## src/rtl/rgb_lut_sequencer_if.sv

```systemverilog
// rtl/rgb_lut_sequencer_if.sv - pixel in, shared LUT port and result out bundle
interface rgb_lut_sequencer_if #(
  parameter int DW = 8,
  parameter int OW = 18
);
  logic          in_valid;
  logic          in_ready;
  logic [DW-1:0] R;
  logic [DW-1:0] G;
  logic [DW-1:0] B;
  logic          lut_en;
  logic [DW-1:0] lut_in;
  logic [OW-1:0] lut_out;
  logic          out_valid;
  logic          out_ready;
  logic [DW-1:0] RO;
  logic [DW-1:0] GO;
  logic [DW-1:0] BO;
  logic [OW-1:0] ro;
  logic [OW-1:0] go;
  logic [OW-1:0] bo;
  logic          busy;

  modport master (
    input  in_valid, R, G, B, lut_out, out_ready,
    output in_ready, lut_en, lut_in, out_valid, RO, GO, BO, ro, go, bo, busy
  );

  modport slave (
    output in_valid, R, G, B, lut_out, out_ready,
    input  in_ready, lut_en, lut_in, out_valid, RO, GO, BO, ro, go, bo, busy
  );
endinterface

```

## src/rtl/rgb_lut_sequencer.sv

```systemverilog
// rtl/rgb_lut_sequencer.sv - one divider LUT time-shared across the R, G, B lookups of a pixel
// Define RGB_LUT_ZERO_SKIP_EN to skip the lookup of zero-valued channels.
module rgb_lut_sequencer #(
  parameter int LUT_LAT = 0,
  parameter int DW      = 8,
  parameter int OW      = 18
) (
  input logic                 CLK,
  input logic                 RST,
  rgb_lut_sequencer_if.master bus
);
  typedef enum logic [1:0] {IDLE, LOOK, DONE} state_t;

  localparam logic [1:0] LAT     = LUT_LAT[1:0];
  localparam logic [1:0] CH_NONE = 2'd3;

  state_t        state, state_nx;
  logic [1:0]    ch, wc, start_ch, next_ch;
  logic          take, last_wait, in_ready, out_valid, lut_en;
  logic [DW-1:0] cap_r, cap_g, cap_b, lut_addr;
  logic [OW-1:0] res_r, res_g, res_b;

  function automatic logic [DW-1:0] pick(input logic [1:0] c, input logic [DW-1:0] r, g, b);
    case (c)
      2'd0:    pick = r;
      2'd1:    pick = g;
      2'd2:    pick = b;
      default: pick = '0;
    endcase
  endfunction

`ifdef RGB_LUT_ZERO_SKIP_EN
  logic [2:0] nz_in;
  logic [1:0] nz_cap;
  assign nz_in  = {|bus.B, |bus.G, |bus.R};
  assign nz_cap = {|cap_b, |cap_g};
  // CH_NONE from either selector means no lookup is left for this pixel
  always_comb begin
    start_ch = nz_in[0] ? 2'd0 : nz_in[1] ? 2'd1 : nz_in[2] ? 2'd2 : CH_NONE;
    next_ch  = (ch == 2'd0 && nz_cap[0]) ? 2'd1 :
               (ch != 2'd2 && nz_cap[1]) ? 2'd2 : CH_NONE;
  end
`else
  assign start_ch = 2'd0;
  assign next_ch  = ch + 2'd1;
`endif

  assign last_wait = (wc == LAT);

  always_ff @(posedge CLK) begin
    if (RST) state <= IDLE;
    else     state <= state_nx;
  end

  always_comb begin
    state_nx  = state;
    in_ready  = 1'b0;
    out_valid = 1'b0;
    lut_en    = 1'b0;
    take      = 1'b0;
    case (state)
      IDLE: begin
        in_ready = 1'b1;
        take     = bus.in_valid;
      end
      LOOK: begin
        lut_en = 1'b1;
        if (last_wait && next_ch == CH_NONE) state_nx = DONE;
      end
      DONE: begin
        out_valid = 1'b1;
        in_ready  = bus.out_ready;
        if (bus.out_ready) begin
          take     = bus.in_valid;
          state_nx = IDLE;
        end
      end
      default: state_nx = IDLE;
    endcase
    if (take) state_nx = (start_ch == CH_NONE) ? DONE : LOOK;
  end

  always_ff @(posedge CLK) begin
    if (RST) begin
      ch       <= '0;
      wc       <= '0;
      lut_addr <= '0;
      cap_r    <= '0;
      cap_g    <= '0;
      cap_b    <= '0;
      res_r    <= '0;
      res_g    <= '0;
      res_b    <= '0;
    end else if (take) begin
      cap_r    <= bus.R;
      cap_g    <= bus.G;
      cap_b    <= bus.B;
      ch       <= start_ch;
      wc       <= '0;
      lut_addr <= pick(start_ch, bus.R, bus.G, bus.B);
`ifdef RGB_LUT_ZERO_SKIP_EN
      if (!nz_in[0]) res_r <= '0;
      if (!nz_in[1]) res_g <= '0;
      if (!nz_in[2]) res_b <= '0;
`endif
    end else if (state == LOOK) begin
      if (last_wait) begin
        case (ch)
          2'd0:    res_r <= bus.lut_out;
          2'd1:    res_g <= bus.lut_out;
          2'd2:    res_b <= bus.lut_out;
          default: ;
        endcase
        ch       <= next_ch;
        wc       <= '0;
        lut_addr <= pick(next_ch, cap_r, cap_g, cap_b);
      end else begin
        wc <= wc + 2'd1;
      end
    end
  end

  assign bus.in_ready  = in_ready;
  assign bus.out_valid = out_valid;
  assign bus.lut_en    = lut_en;
  assign bus.lut_in    = lut_addr;
  assign bus.RO        = cap_r;
  assign bus.GO        = cap_g;
  assign bus.BO        = cap_b;
  assign bus.ro        = res_r;
  assign bus.go        = res_g;
  assign bus.bo        = res_b;
  assign bus.busy      = (state != IDLE);
endmodule

```

## src/flat_wrapper.sv

```systemverilog
// flat-port wrapper written by rule: the top's interface ports become plain ports
module rgb_lut_sequencer_flat 
#(
  parameter int LUT_LAT = 0,
  parameter int DW      = 8,
  parameter int OW      = 18
)
  (CLK, RST, bus_in_valid, bus_R, bus_G, bus_B, bus_lut_out, bus_out_ready, bus_in_ready, bus_lut_en, bus_lut_in, bus_out_valid, bus_RO, bus_GO, bus_BO, bus_ro, bus_go, bus_bo, bus_busy);
  rgb_lut_sequencer_if #(.DW(DW), .OW(OW)) bus_i ();
  input logic CLK;
  input logic RST;
  input wire logic [$bits(bus_i.in_valid)-1:0] bus_in_valid;
  input wire logic [$bits(bus_i.R)-1:0] bus_R;
  input wire logic [$bits(bus_i.G)-1:0] bus_G;
  input wire logic [$bits(bus_i.B)-1:0] bus_B;
  input wire logic [$bits(bus_i.lut_out)-1:0] bus_lut_out;
  input wire logic [$bits(bus_i.out_ready)-1:0] bus_out_ready;
  output wire logic [$bits(bus_i.in_ready)-1:0] bus_in_ready;
  output wire logic [$bits(bus_i.lut_en)-1:0] bus_lut_en;
  output wire logic [$bits(bus_i.lut_in)-1:0] bus_lut_in;
  output wire logic [$bits(bus_i.out_valid)-1:0] bus_out_valid;
  output wire logic [$bits(bus_i.RO)-1:0] bus_RO;
  output wire logic [$bits(bus_i.GO)-1:0] bus_GO;
  output wire logic [$bits(bus_i.BO)-1:0] bus_BO;
  output wire logic [$bits(bus_i.ro)-1:0] bus_ro;
  output wire logic [$bits(bus_i.go)-1:0] bus_go;
  output wire logic [$bits(bus_i.bo)-1:0] bus_bo;
  output wire logic [$bits(bus_i.busy)-1:0] bus_busy;
  assign bus_i.in_valid = bus_in_valid;
  assign bus_i.R = bus_R;
  assign bus_i.G = bus_G;
  assign bus_i.B = bus_B;
  assign bus_i.lut_out = bus_lut_out;
  assign bus_i.out_ready = bus_out_ready;
  assign bus_in_ready = bus_i.in_ready;
  assign bus_lut_en = bus_i.lut_en;
  assign bus_lut_in = bus_i.lut_in;
  assign bus_out_valid = bus_i.out_valid;
  assign bus_RO = bus_i.RO;
  assign bus_GO = bus_i.GO;
  assign bus_BO = bus_i.BO;
  assign bus_ro = bus_i.ro;
  assign bus_go = bus_i.go;
  assign bus_bo = bus_i.bo;
  assign bus_busy = bus_i.busy;
  rgb_lut_sequencer #(.LUT_LAT(LUT_LAT), .DW(DW), .OW(OW)) u_core (.CLK(CLK), .RST(RST), .bus(bus_i));
endmodule
```

## config.mk

```make
export PLATFORM = sky130hd
export DESIGN_NAME = rgb_lut_sequencer_flat
export DESIGN_NICKNAME = d
export VERILOG_FILES = /design/src/rtl/rgb_lut_sequencer_if.sv /design/src/rtl/rgb_lut_sequencer.sv /design/src/flat_wrapper.sv
export SDC_FILE = /design/constraint.sdc
export NUM_CORES = 1
export LEC_CHECK = 0
export CAP_MARGIN = 30
export CORE_MARGIN = 2
export CORE_UTILIZATION = 40
export CTS_CLUSTER_DIAMETER = 30
export DETAILED_ROUTE_END_ITERATION = 6
export HOLD_SLACK_MARGIN = 0.15
export PLACE_DENSITY = 0.85
export SKIP_CTS_REPAIR_TIMING = 1
export SLEW_MARGIN = 20
export SYNTH_ARGS = -nofsm -noshare
export SYNTH_HDL_FRONTEND = slang
export SYNTH_SLANG_ARGS = --single-unit
```

## constraint.sdc

```tcl
create_clock -name CLK -period 1.4 [get_ports CLK]
set_input_delay 0.21 -clock CLK [delete_from_list [all_inputs] [get_ports CLK]]
set_output_delay 0.21 -clock CLK [all_outputs]
set_load 0.1 [all_outputs]
```

==> results.json, run 1 <==
{
  "synth.net_count": 487,
  "syn_avg_cell_area_um2": 8.46,
  "clock_latency_ns": 0.37,
  "cts_buffers": 9,
  "max_slew_margin_pct": 64.5,
  "drtPass1Iterations": 5,
  "arrival_ns": 1.86,
  "hold_viol": 0,
  "min_period_over_period_pct": 114,
  "grt_use_total_pct": 24.7,
  "crit_chain": "buf_6 > ha_4 > buf_6 > a222oi_1 > nor3_1 > a221o_1",
  "path_common_cell": "buf_6",
  "end_kind": "flip-flop",
  "yosysWarnings": 0,
  "num_rows": 34,
  "finClkSkew_ns": 0.00870,
  "critical-path-max-stage-delay_ns": 0.35,
  "drv_slew": 0,
  "drt_iter0_drc": 318,
  "cts_tree": "built",
  "fmax_mhz": 626,
  "clockRootBuffer": "clkbuf_8",
  "crit_path_start_kind": "flip-flop",
  "start_util_pct": 41.7,
  "crit_fanout": 8,
  "ys_ff_latch": 92,
  "drt-total-wl_mm": 15.0,
  "criticalPathCategory": "reg2reg",
  "grt-ovfl-total": 0,
  "cts.sinks": 92,
  "drtAntennaViolNets": 0,
  "synth_edf_count": 0,
  "post-place-cells": 669,
  "syn_to_final_growth_pct": 95.3,
  "critPathSlowestCell": "dfxtp_2",
  "grt_antenna_before_repair": 0,
  "outcome": "finished, violations left",
  "irDropWorstVdd_uv": 637,
  "syn_inst": 434,
  "layoutNonFillerInstCount": 710,
  "vias": 4095,
  "dp_hpwl_mm": 9.02,
  "core-area_um2": 8810,
  "syn_area_um2": 3670,
  "nNetsFinal": 651,
  "period_minus_slack_ns": 1.60,
  "hp-class": "in2reg",
  "post-route-drc-count": 0,
  "async_reset_ff_share_pct": 0,
  "fill_cells": 487,
  "power_leakage_nw": 2.72,
  "routed_via_density": 5.77,
  "synthFlopType": "dfxtp_1",
  "antenna_cells": 0,
  "clockBufferDepth": 2,
  "grt_max_degree": 44,
  "final_core_util_pct": 81.4,
  "tightest_slew_ns": 0.532,
  "rsz0062_at_grt": "true",
  "io_pins": 136,
  "clk_transition_reported_paths_ns": 0.10,
  "setup-violations-final": 67,
  "power.density_nw_per_um2": 984,
  "dpl_worst_slack_ns": -0.288,
  "routabilityCongestion": 0.850,
  "h-tree-depth": 3,
  "violations": "setup timing",
  "io_buffers": 135,
  "drive_above_1_share_pct": 43.0,
  "die_h_um": 99.8,
  "grt_pass1_wl_mm": 19.5,
  "crit_required_ns": 1.66,
  "die_x_um": 99.8,
  "ys_types": 31,
  "synth-seq-area-share_pct": 50.2,
  "dieArea_um2": 9960,
  "routedWlPerCell_um": 21.1,
  "timing.final.ws_setup_ns": -0.197,
  "grt_pass1_vias": 3959,
  "maxCapViolations": 0
}
[metal layers]
metal  part of all wire (%)  vias to the layer above  wire (um)  track usage, %
met1                     38                     2019       5750            29.3
met5                      0                        -          0               0
met2                     52                      203       7760            43.5
met3                    6.5                       43        982            4.94
met4                    3.4                        0        504            10.5
li1                       -                     1830          -               -
[synthesized netlist by cell type, types with 2 or more instances]
master | count | share of area, %
a21oi_1 | 78 | 11
a222oi_1 | 8 | 2.2
and4b_1 | 3 | 0.82
nand2b_1 | 2 | 0.34
nor2_1 | 4 | 0.41
mux2i_1 | 3 | 0.82
buf_4 | 4 | 0.82
nand3_1 | 24 | 3.3
nor2b_1 | 4 | 0.68
ha_1 | 7 | 2.4
dfxtp_1 | 92 | 50
or2_2 | 2 | 0.34
inv_1 | 6 | 0.61
nand2_1 | 109 | 11
nand4b_2 | 3 | 1.2
o21ai_0 | 23 | 3.1
a221o_1 | 8 | 2.2
buf_6 | 4 | 1.2
clkbuf_1 | 12 | 1.2
nor3_1 | 12 | 1.6
buf_2 | 11 | 1.5
buf_1 | 6 | 0.61
[worst max-delay path, delay by kind of cell, from the launching register on]
kind,cells,cell delay (ns)
buffers and inverters,2,0.26
AND/OR/NAND/NOR,1,0.10
flip-flops,1,0.35
AO/OA/AOI/OAI,2,0.62
adder cells (fa/ha/maj),1,0.16
[area by class of cell]
class                      instances  area, um^2  area share [%]
clock buffer                      10         138            1.92
inverter                           6        22.5           0.314
timing repair buffer             190        2940            41.1
clock inverter                     5        85.1            1.19
tap                              108         135            1.88
sequential                        92        1870            26.1
multi-input combinational        299        1970            27.5
[state kept, by name (all words and copies together) (netlist names)]
signal / count
u_core.bus.lut_in: 8
u_core.ch: 2
u_core.bus.RO: 8
u_core.state: 2
u_core.wc: 2
u_core.bus.GO: 8
u_core.bus.ro: 18
u_core.bus.bo: 18
u_core.bus.BO: 8
u_core.bus.go: 18
[power breakdown]
| part | switching (W) | internal [W] |
|---|---|---|
| Clock | 0.00102 | 0.00106 |
| Combinational | 0.00129 | 0.000815 |
| Sequential | 0.000143 | 0.00273 |
| Total | 0.00245 | 0.00460 |
[worst paths after layout]
| kind | end | slack (ns) | from | cells past startpoint |
|---|---|---|---|---|
| max | u_core.bus.lut_in[0]$_SDFFE_PP0P_ | -0.20 | u_core.ch[0]$_SDFFE_PP0P_ | 6 |
| min reg2reg | u_core.bus.ro[1]$_SDFFE_PP0P_ | 0.50 | u_core.bus.ro[1]$_SDFFE_PP0P_ | 2 |
| min | u_core.bus.GO[4]$_SDFFE_PP0P_ | 0.40 | bus_G[4] | 3 |
| max reg2reg | u_core.bus.lut_in[0]$_SDFFE_PP0P_ | -0.20 | u_core.ch[0]$_SDFFE_PP0P_ | 6 |
[cells in the final DEF (no fill, tap or decap), types with 4 or more instances in the layout]
master           count
a21oi_1             60
a21oi_2             18
dfxtp_2             21
o21ai_0             23
ha_4                 4
clkbuf_8            10
nor3_1              11
buf_12             100
clkbuf_16            6
a222oi_1             8
a221o_1              8
nand2_4             17
buf_6               11
buf_4               25
clkdlybuf4s50_1     44
nand2_1             79
nand2_2             13
dfxtp_1             70
nand3_1             24
[logic make-up after synthesis]
| group | share of synthesized area [%] |
|---|---|
| multiplexers | 1.23 |
| buffers and inverters | 6.13 |
| AO/OA/AOI/OAI | 19.4 |
| adder cells (fa/ha/maj) | 2.38 |
| flip-flops | 50.2 |
| XOR/XNOR | 0.239 |
| AND/OR/NAND/NOR | 20.4 |
[through the flow]
stage / total power, W / hold slack [ns] / TNS [ns] / instance area [um^2]
global placement: 0.00481 / 0.479 / -5.68 / 6220
floorplan: 0.00402 / 0.346 / -0.810 / 3740
CTS: 0.00682 / 0.394 / -5.39 / 6440
finish: 0.00705 / 0.402 / -6.06 / 7170
detailed placement: 0.00486 / 0.486 / -9.56 / 6220
global route: 0.00722 / 0.427 / -10.56 / 7170
Power figures use the tool's default switching activity.
==> run 2, diff against run 1 <==
--- a/config.mk
+++ b/config.mk
@@ -5,13 +5,15 @@
 export SDC_FILE = /design/constraint.sdc
 export NUM_CORES = 1
 export LEC_CHECK = 0
+export ABC_AREA = 1
 export CAP_MARGIN = 30
 export CORE_MARGIN = 2
 export CORE_UTILIZATION = 40
 export CTS_CLUSTER_DIAMETER = 30
 export DETAILED_ROUTE_END_ITERATION = 6
 export HOLD_SLACK_MARGIN = 0.15
-export PLACE_DENSITY = 0.85
+export PLACE_DENSITY = 0.86
+export RECOVER_POWER = 50
 export SKIP_CTS_REPAIR_TIMING = 1
 export SLEW_MARGIN = 20
 export SYNTH_ARGS = -nofsm -noshare
==> run 2 against run 1 <==
  * Power grew 0.82%
  * Non-clock buffer count shrank 18
  * Sequential share of layout area grew 4.9 points
  * Critical endpoint is now bus_in_ready
  * The run still ends with setup timing left
  * Die area shrank 1.7%
  * Critical path type is now reg2out
  * Largest power group unchanged
==> results.json, run 2 <==
{
  "outcome": "finished, violations left",
  "violations": "setup timing",
  "synth_edf_count": 0,
  "syn_inst": 485,
  "start_util_pct": 41.4,
  "dp_hpwl_mm": 8.79,
  "reg2reg_setup_slack_ns": -0.04,
  "vias": 3955,
  "synth_common_cells": "168 x nor2_1, 92 x dfxtp_1, 70 x o21ai_0",
  "routed_via_density": 5.23,
  "synth.area.top_cells": "dfxtp_1 51%, nor2_1 17%, o21ai_0 9.7%, nand2_1 7.2%, ha_1 2.4%",
  "period_minus_slack_ns": 1.53,
  "yosysMostFrequentCell": "nor2_1",
  "drt-total-wl_mm": 12.9,
  "syn_area_um2": 3610,
  "rr_startpoint": "u_core.wc[1]$_SDFFE_PP0P_",
  "drv_slew": 0,
  "grt_use_total_pct": 23.3,
  "yosysWarnings": 0,
  "cts_buffers": 9,
  "cts_tree": "built",
  "clockBufferDepth": 2,
  "layoutNonFillerInstCount": 756,
  "crit_path_start": "u_core.state[0]$_SDFFE_PP0P_",
  "drtPass1Iterations": 5,
  "fmax_mhz": 651,
  "clock_latency_ns": 0.35,
  "finClkSkew_ns": 0.00911,
  "grt_pass1_vias": 3807,
  "irDropWorstVdd_uv": 588,
  "criticalPathCategory": "reg2out",
  "clk_transition_reported_paths_ns": 0.09,
  "total_power_w": 0.00711,
  "critPathSlowestCell": "dfxtp_4",
  "synthFlopType": "dfxtp_1",
  "power.density_nw_per_um2": 1190,
  "rr_worst_depth": 9,
  "io_buffers": 135,
  "h-tree-depth": 3,
  "die_x_um": 99.0,
  "dpl_worst_slack_ns": -0.247,
  "core-area_um2": 8720,
  "grt_pass1_wl_mm": 18.4,
  "critical-path-max-stage-delay_ns": 0.39,
  "drive_above_1_share_pct": 33.3,
  "antenna_cells": 0,
  "syn_to_final_growth_pct": 66.0,
  "syn_avg_cell_area_um2": 7.44,
  "crit_fanout": 5,
  "final_core_util_pct": 68.7,
  "min_period_over_period_pct": 110,
  "cts.sinks": 92,
  "tightest_slew_ns": 0.362,
  "arrival_ns": 1.32,
  "fill_cells": 637,
  "max_slew_margin_pct": 75.9,
  "dieArea_um2": 9790,
  "hp-class": "in2reg",
  "yosys.area.top_type": "dfxtp_1",
  "r2r_end": "u_core.bus.bo[13]$_SDFFE_PP0P_",
  "ys_types": 20,
  "crit_end": "bus_in_ready",
  "grt_max_degree": 41,
  "clockRootBuffer": "clkbuf_8",
  "crit_required_ns": 1.19,
  "num_rows": 34,
  "grt_antenna_before_repair": 0,
  "die_h_um": 99.0,
  "timing.final.ws_setup_ns": -0.135,
  "post-place-cells": 727,
  "grt-ovfl-total": 0,
  "routedWlPerCell_um": 17.1,
  "drtAntennaViolNets": 0,
  "rsz0062_at_grt": "true",
  "end_kind": "output pin",
  "drt_iter0_drc": 166,
  "fin_setup_tns_ns": -0.627,
  "crit_chain": "nor2_4 > clkinvlp_4 > nand2_8 > buf_12",
  "mostFrequentLayoutCell": "nor2_1",
  "crit_path_start_kind": "flip-flop",
  "async_reset_ff_share_pct": 0,
  "synth-seq-area-share_pct": 51.1,
  "maxCapViolations": 0,
  "power_leakage_nw": 2.55,
  "setup-violations-final": 18,
  "hold_viol": 0,
  "nNetsFinal": 697,
  "io_pins": 136,
  "post-route-drc-count": 0,
  "yosys.area.top_type_share_pct": 51.1,
  "ys_ff_latch": 92,
  "routabilityCongestion": 0.858,
  "layout_common_cells": "155 x nor2_1, 87 x dfxtp_1, 68 x clkbuf_4, 62 x nand2_1, 45 x clkdlybuf4s50_1",
  "synth.net_count": 538
}
## run 2: cell types whose count changed in the layout (fill, tap and decap cells not counted), moves of 11 or more
cell,delta
a21oi_1,-46
a21oi_2,-18
buf_12,-70
clkbuf_4,+68
dfxtp_1,+17
dfxtp_2,-19
nand2_1,-17
nand2_4,-13
nand3_1,-16
nor2_1,+153
nor2_2,+11
o21ai_1,+20
o21ai_2,+22
## run 2: worst min path at each step
stage                                               end  cells past startpoint                 startpoint  slack, ns
after global routing      u_core.bus.RO[5]$_SDFFE_PP0P_                      3                   bus_R[5]       0.46
after global placement        u_core.wc[0]$_SDFFE_PP0P_                      2  u_core.wc[0]$_SDFFE_PP0P_       0.45
after detailed placement      u_core.wc[0]$_SDFFE_PP0P_                      2  u_core.wc[0]$_SDFFE_PP0P_       0.46
after floorplan           u_core.bus.bo[0]$_SDFFE_PP0P_                      2             bus_lut_out[0]       0.34
after CTS                 u_core.bus.GO[4]$_SDFFE_PP0P_                      3                   bus_G[4]       0.43
final                     u_core.bus.GO[4]$_SDFFE_PP0P_                      3                   bus_G[4]       0.44
## run 2: area by class of cell
cell class                 instances  area [um^2]  share of cell area (%)
timing repair buffer             172         1860                    31.0
sequential                        92         1860                    31.0
multi-input combinational        354         1840                    30.8
tap                              108          135                    2.26
clock buffer                       9          124                    2.07
clock inverter                     6         90.1                    1.50
inverter                          15         82.6                    1.38
## run 2: critical path: cells and delay by family, from the launching register on
kind	cells	cell delay (ns)
buf+inv	2	0.34
simple gates	2	0.25
flops	1	0.39
## run 2: stage by stage
| step | hold slack, ns | area [um^2] |
|---|---|---|
| floorplan | 0.345 | 3660 |
| finish | 0.445 | 5990 |
| CTS | 0.434 | 6370 |
| global placement | 0.450 | 6160 |
| global route | 0.465 | 5990 |
| detailed placement | 0.465 | 6160 |
## run 2: cell families after synthesis
kind of cell,after synthesis,synth area share (%)
AOI/OAI and AO/OA,84,11.7
adders and majority gates,7,2.43
DFF,92,51.1
and+or+nand+nor,263,29.8
buffers and inverters,39,5.10
## run 2: per-layer routing
layer	GRT usage (%)	wire, um	vias up	share of wire [%]
met5	0	0	-	0
met4	6.01	257	0	2.0
met3	4.82	949	25	7.3
met2	42.8	6870	218	53
met1	27.3	4860	1841	38
li1	-	-	1871	-
## run 2: power breakdown
group / switching [W] / internal, W / leakage, nW
combinational: 0.00162 / 0.000656 / 1.69
clock: 0.000935 / 0.00100 / 0.105
sequential: 0.000136 / 0.00276 / 0.755
total: 0.00269 / 0.00442 / 2.55
==> run 3, diff against run 2 <==
--- a/config.mk
+++ b/config.mk
@@ -8,11 +8,11 @@
 export ABC_AREA = 1
 export CAP_MARGIN = 30
 export CORE_MARGIN = 2
-export CORE_UTILIZATION = 40
+export CORE_UTILIZATION = 44
 export CTS_CLUSTER_DIAMETER = 30
 export DETAILED_ROUTE_END_ITERATION = 6
 export HOLD_SLACK_MARGIN = 0.15
-export PLACE_DENSITY = 0.86
+export PLACE_DENSITY = 0.89
 export RECOVER_POWER = 50
 export SKIP_CTS_REPAIR_TIMING = 1
 export SLEW_MARGIN = 20
==> constraint.sdc (replaced) <==
create_clock -name CLK -period 1.53 [get_ports CLK]
set_input_delay 0.2295 -clock CLK [delete_from_list [all_inputs] [get_ports CLK]]
set_output_delay 0.2295 -clock CLK [all_outputs]
set_load 0.1 [all_outputs]
==> run 3 against run 2 <==
  * The run still ends with setup timing left
  * Combinational power is 18% lower
  * Die area is 8.7% lower
  * Flip-flop and latch count stayed put
  * Highest routed layer unchanged
  * Largest power group unchanged
  * Hold slack better by 0.016 ns
  * Power is 14% lower
  * Largest cell class is now flip-flops and latches
  * Critical path type unchanged
  * Sequential share of layout area is 5.5 points higher
==> results.json, run 3 (same netlist as run 2, synthesis figures left out) <==
{
  "num_rows": 33,
  "hold_depth": 3,
  "grt-ovfl-total": 0,
  "antenna_cells": 0,
  "routabilityCongestion": 0.902,
  "drt_iter0_drc": 330,
  "fill_cells": 649,
  "drt-total-wl_mm": 13.7,
  "min_period_over_period_pct": 106,
  "crit_path_start_kind": "flip-flop",
  "rr_worst_depth": 7,
  "power_leakage_nw": 2.36,
  "mostFrequentLayoutCell": "nor2_1",
  "maxCapViolations": 0,
  "min_to": "u_core.bus.BO[7]$_SDFFE_PP0P_",
  "setup-violations-final": 4,
  "syn_to_final_growth_pct": 40.8,
  "finalInstanceArea_um2": 5080,
  "cp_top_family": "flip-flops",
  "max_slew_margin_pct": 62.9,
  "dp_hpwl_mm": 9.44,
  "drtPass1Iterations": 6,
  "grt_pass1_wl_mm": 19.9,
  "finClkSkew_ns": 0.0124,
  "multiInputGateArea_um2": 1640,
  "irDropWorstVdd_uv": 654,
  "vias": 4025,
  "min_from": "bus_B[7]",
  "whs_ns": 0.460,
  "hp-class": "in2reg",
  "crit_required_ns": 1.30,
  "grt_pass1_vias": 4066,
  "criticalPathCategory": "reg2out",
  "clock_latency_ns": 0.36,
  "routed_via_density": 5.45,
  "arrival_ns": 1.40,
  "cp_num_buf_inv": 2,
  "crit_fanout": 5,
  "drive_above_1_share_pct": 25.0,
  "hold_viol": 0,
  "r2r_end": "u_core.wc[0]$_SDFFE_PP0P_",
  "cts_buffers": 9,
  "period_minus_slack_ns": 1.63,
  "clk_transition_reported_paths_ns": 0.09,
  "seqCellArea_um2": 1850,
  "final_core_util_pct": 62.8,
  "grt_antenna_before_repair": 0,
  "tightest_slew_ns": 0.559,
  "dpl_cell_area_um2": 6050,
  "routedWlPerCell_um": 18.6,
  "critical-path-max-stage-delay_ns": 0.39,
  "grt_max_degree": 54,
  "drtAntennaViolNets": 0,
  "rsz0062_at_grt": "true",
  "io_buffers": 135,
  "post-route-drc-count": 0,
  "end_kind": "output pin",
  "grt_use_total_pct": 28.9,
  "timing.final.ws_setup_ns": -0.0987,
  "nNetsFinal": 681,
  "outcome": "finished, violations left",
  "cts_tree": "built",
  "drv_slew": 0,
  "dieArea_um2": 8940,
  "io_pins": 136,
  "critPathSlowestCell": "dfxtp_4",
  "die_x_um": 94.5,
  "power.density_nw_per_um2": 1200,
  "reg2reg_setup_slack_ns": -0.05,
  "fmax_mhz": 614,
  "clockBufferDepth": 2,
  "violations": "setup timing",
  "h-tree-depth": 3,
  "cts.sinks": 92,
  "crit_chain": "nor2_4 > clkinvlp_4 > nand2_8 > buf_12",
  "core-area_um2": 8090,
  "start_util_pct": 44.6,
  "layout_common_cells": "165 x nor2_1, 88 x dfxtp_1, 64 x nand2_1, 63 x buf_2, 56 x o21ai_0",
  "die_h_um": 94.5,
  "clockRootBuffer": "clkbuf_8",
  "rr_startpoint": "u_core.state[0]$_SDFFE_PP0P_",
  "dpl_worst_slack_ns": -0.159
}
-- run 3: stage by stage --
step           setup TNS [ns]  total power, W  cells
3_3_place_gp          -0.0747         0.00489    718
2_1_floorplan           -3.49         0.00403    485
6_report               -0.199         0.00610    738
3_5_place_dp            -3.88         0.00495    718
5_1_grt                 -1.74         0.00628    738
4_1_cts                 -4.31         0.00649    734
-- run 3: area by class of cell --
| class | count | share of cell area, % |
|---|---|---|
| clock buffers | 12 | 3.25 |
| clock inverters | 4 | 0.640 |
| inverters | 15 | 1.60 |
| multi-input cells | 354 | 32.3 |
| flip-flops and latches | 92 | 36.5 |
| well taps | 105 | 2.59 |
| repair buffers | 156 | 23.1 |
-- run 3: worst max path at each step --
stage,start,endpoint,slack [ns],depth (start not counted)
after CTS,u_core.ch[0]$_SDFFE_PP0P_,u_core.bus.bo[6]$_SDFFE_PP0P_,-0.16,7
after floorplan,u_core.state[0]$_SDFFE_PP0P_,bus_in_ready,-0.14,3
final,u_core.state[0]$_SDFFE_PP0P_,bus_in_ready,-0.1,4
after global routing,u_core.state[0]$_SDFFE_PP0P_,u_core.wc[0]$_SDFFE_PP0P_,-0.14,7
after detailed placement,u_core.wc[1]$_SDFFE_PP0P_,u_core.bus.ro[0]$_SDFFE_PP0P_,-0.16,8
after global placement,bus_in_valid,u_core.wc[1]$_SDFFE_PP0P_,-0.02,8
-- run 3: tightest hold or removal path, stage by stage --
cell and delay [ns]:
clkdlybuf4s50_1 0.40, nor2_1 0.10, nor2_1 0.05
-- run 3: power breakdown --
group	internal [W]	leakage (nW)	switching, W
registers	0.00253	0.754	0.000109
logic	0.000406	1.52	0.00146
clock network	0.000730	0.0948	0.000872
-- run 3: layer usage --
metal	up-vias	wire length, um	track usage, %
li1	1832	-	-
met1	1857	4720	30.7
met2	278	7040	53.5
met3	58	1330	7.50
met4	0	651	13.3
met5	-	0	0
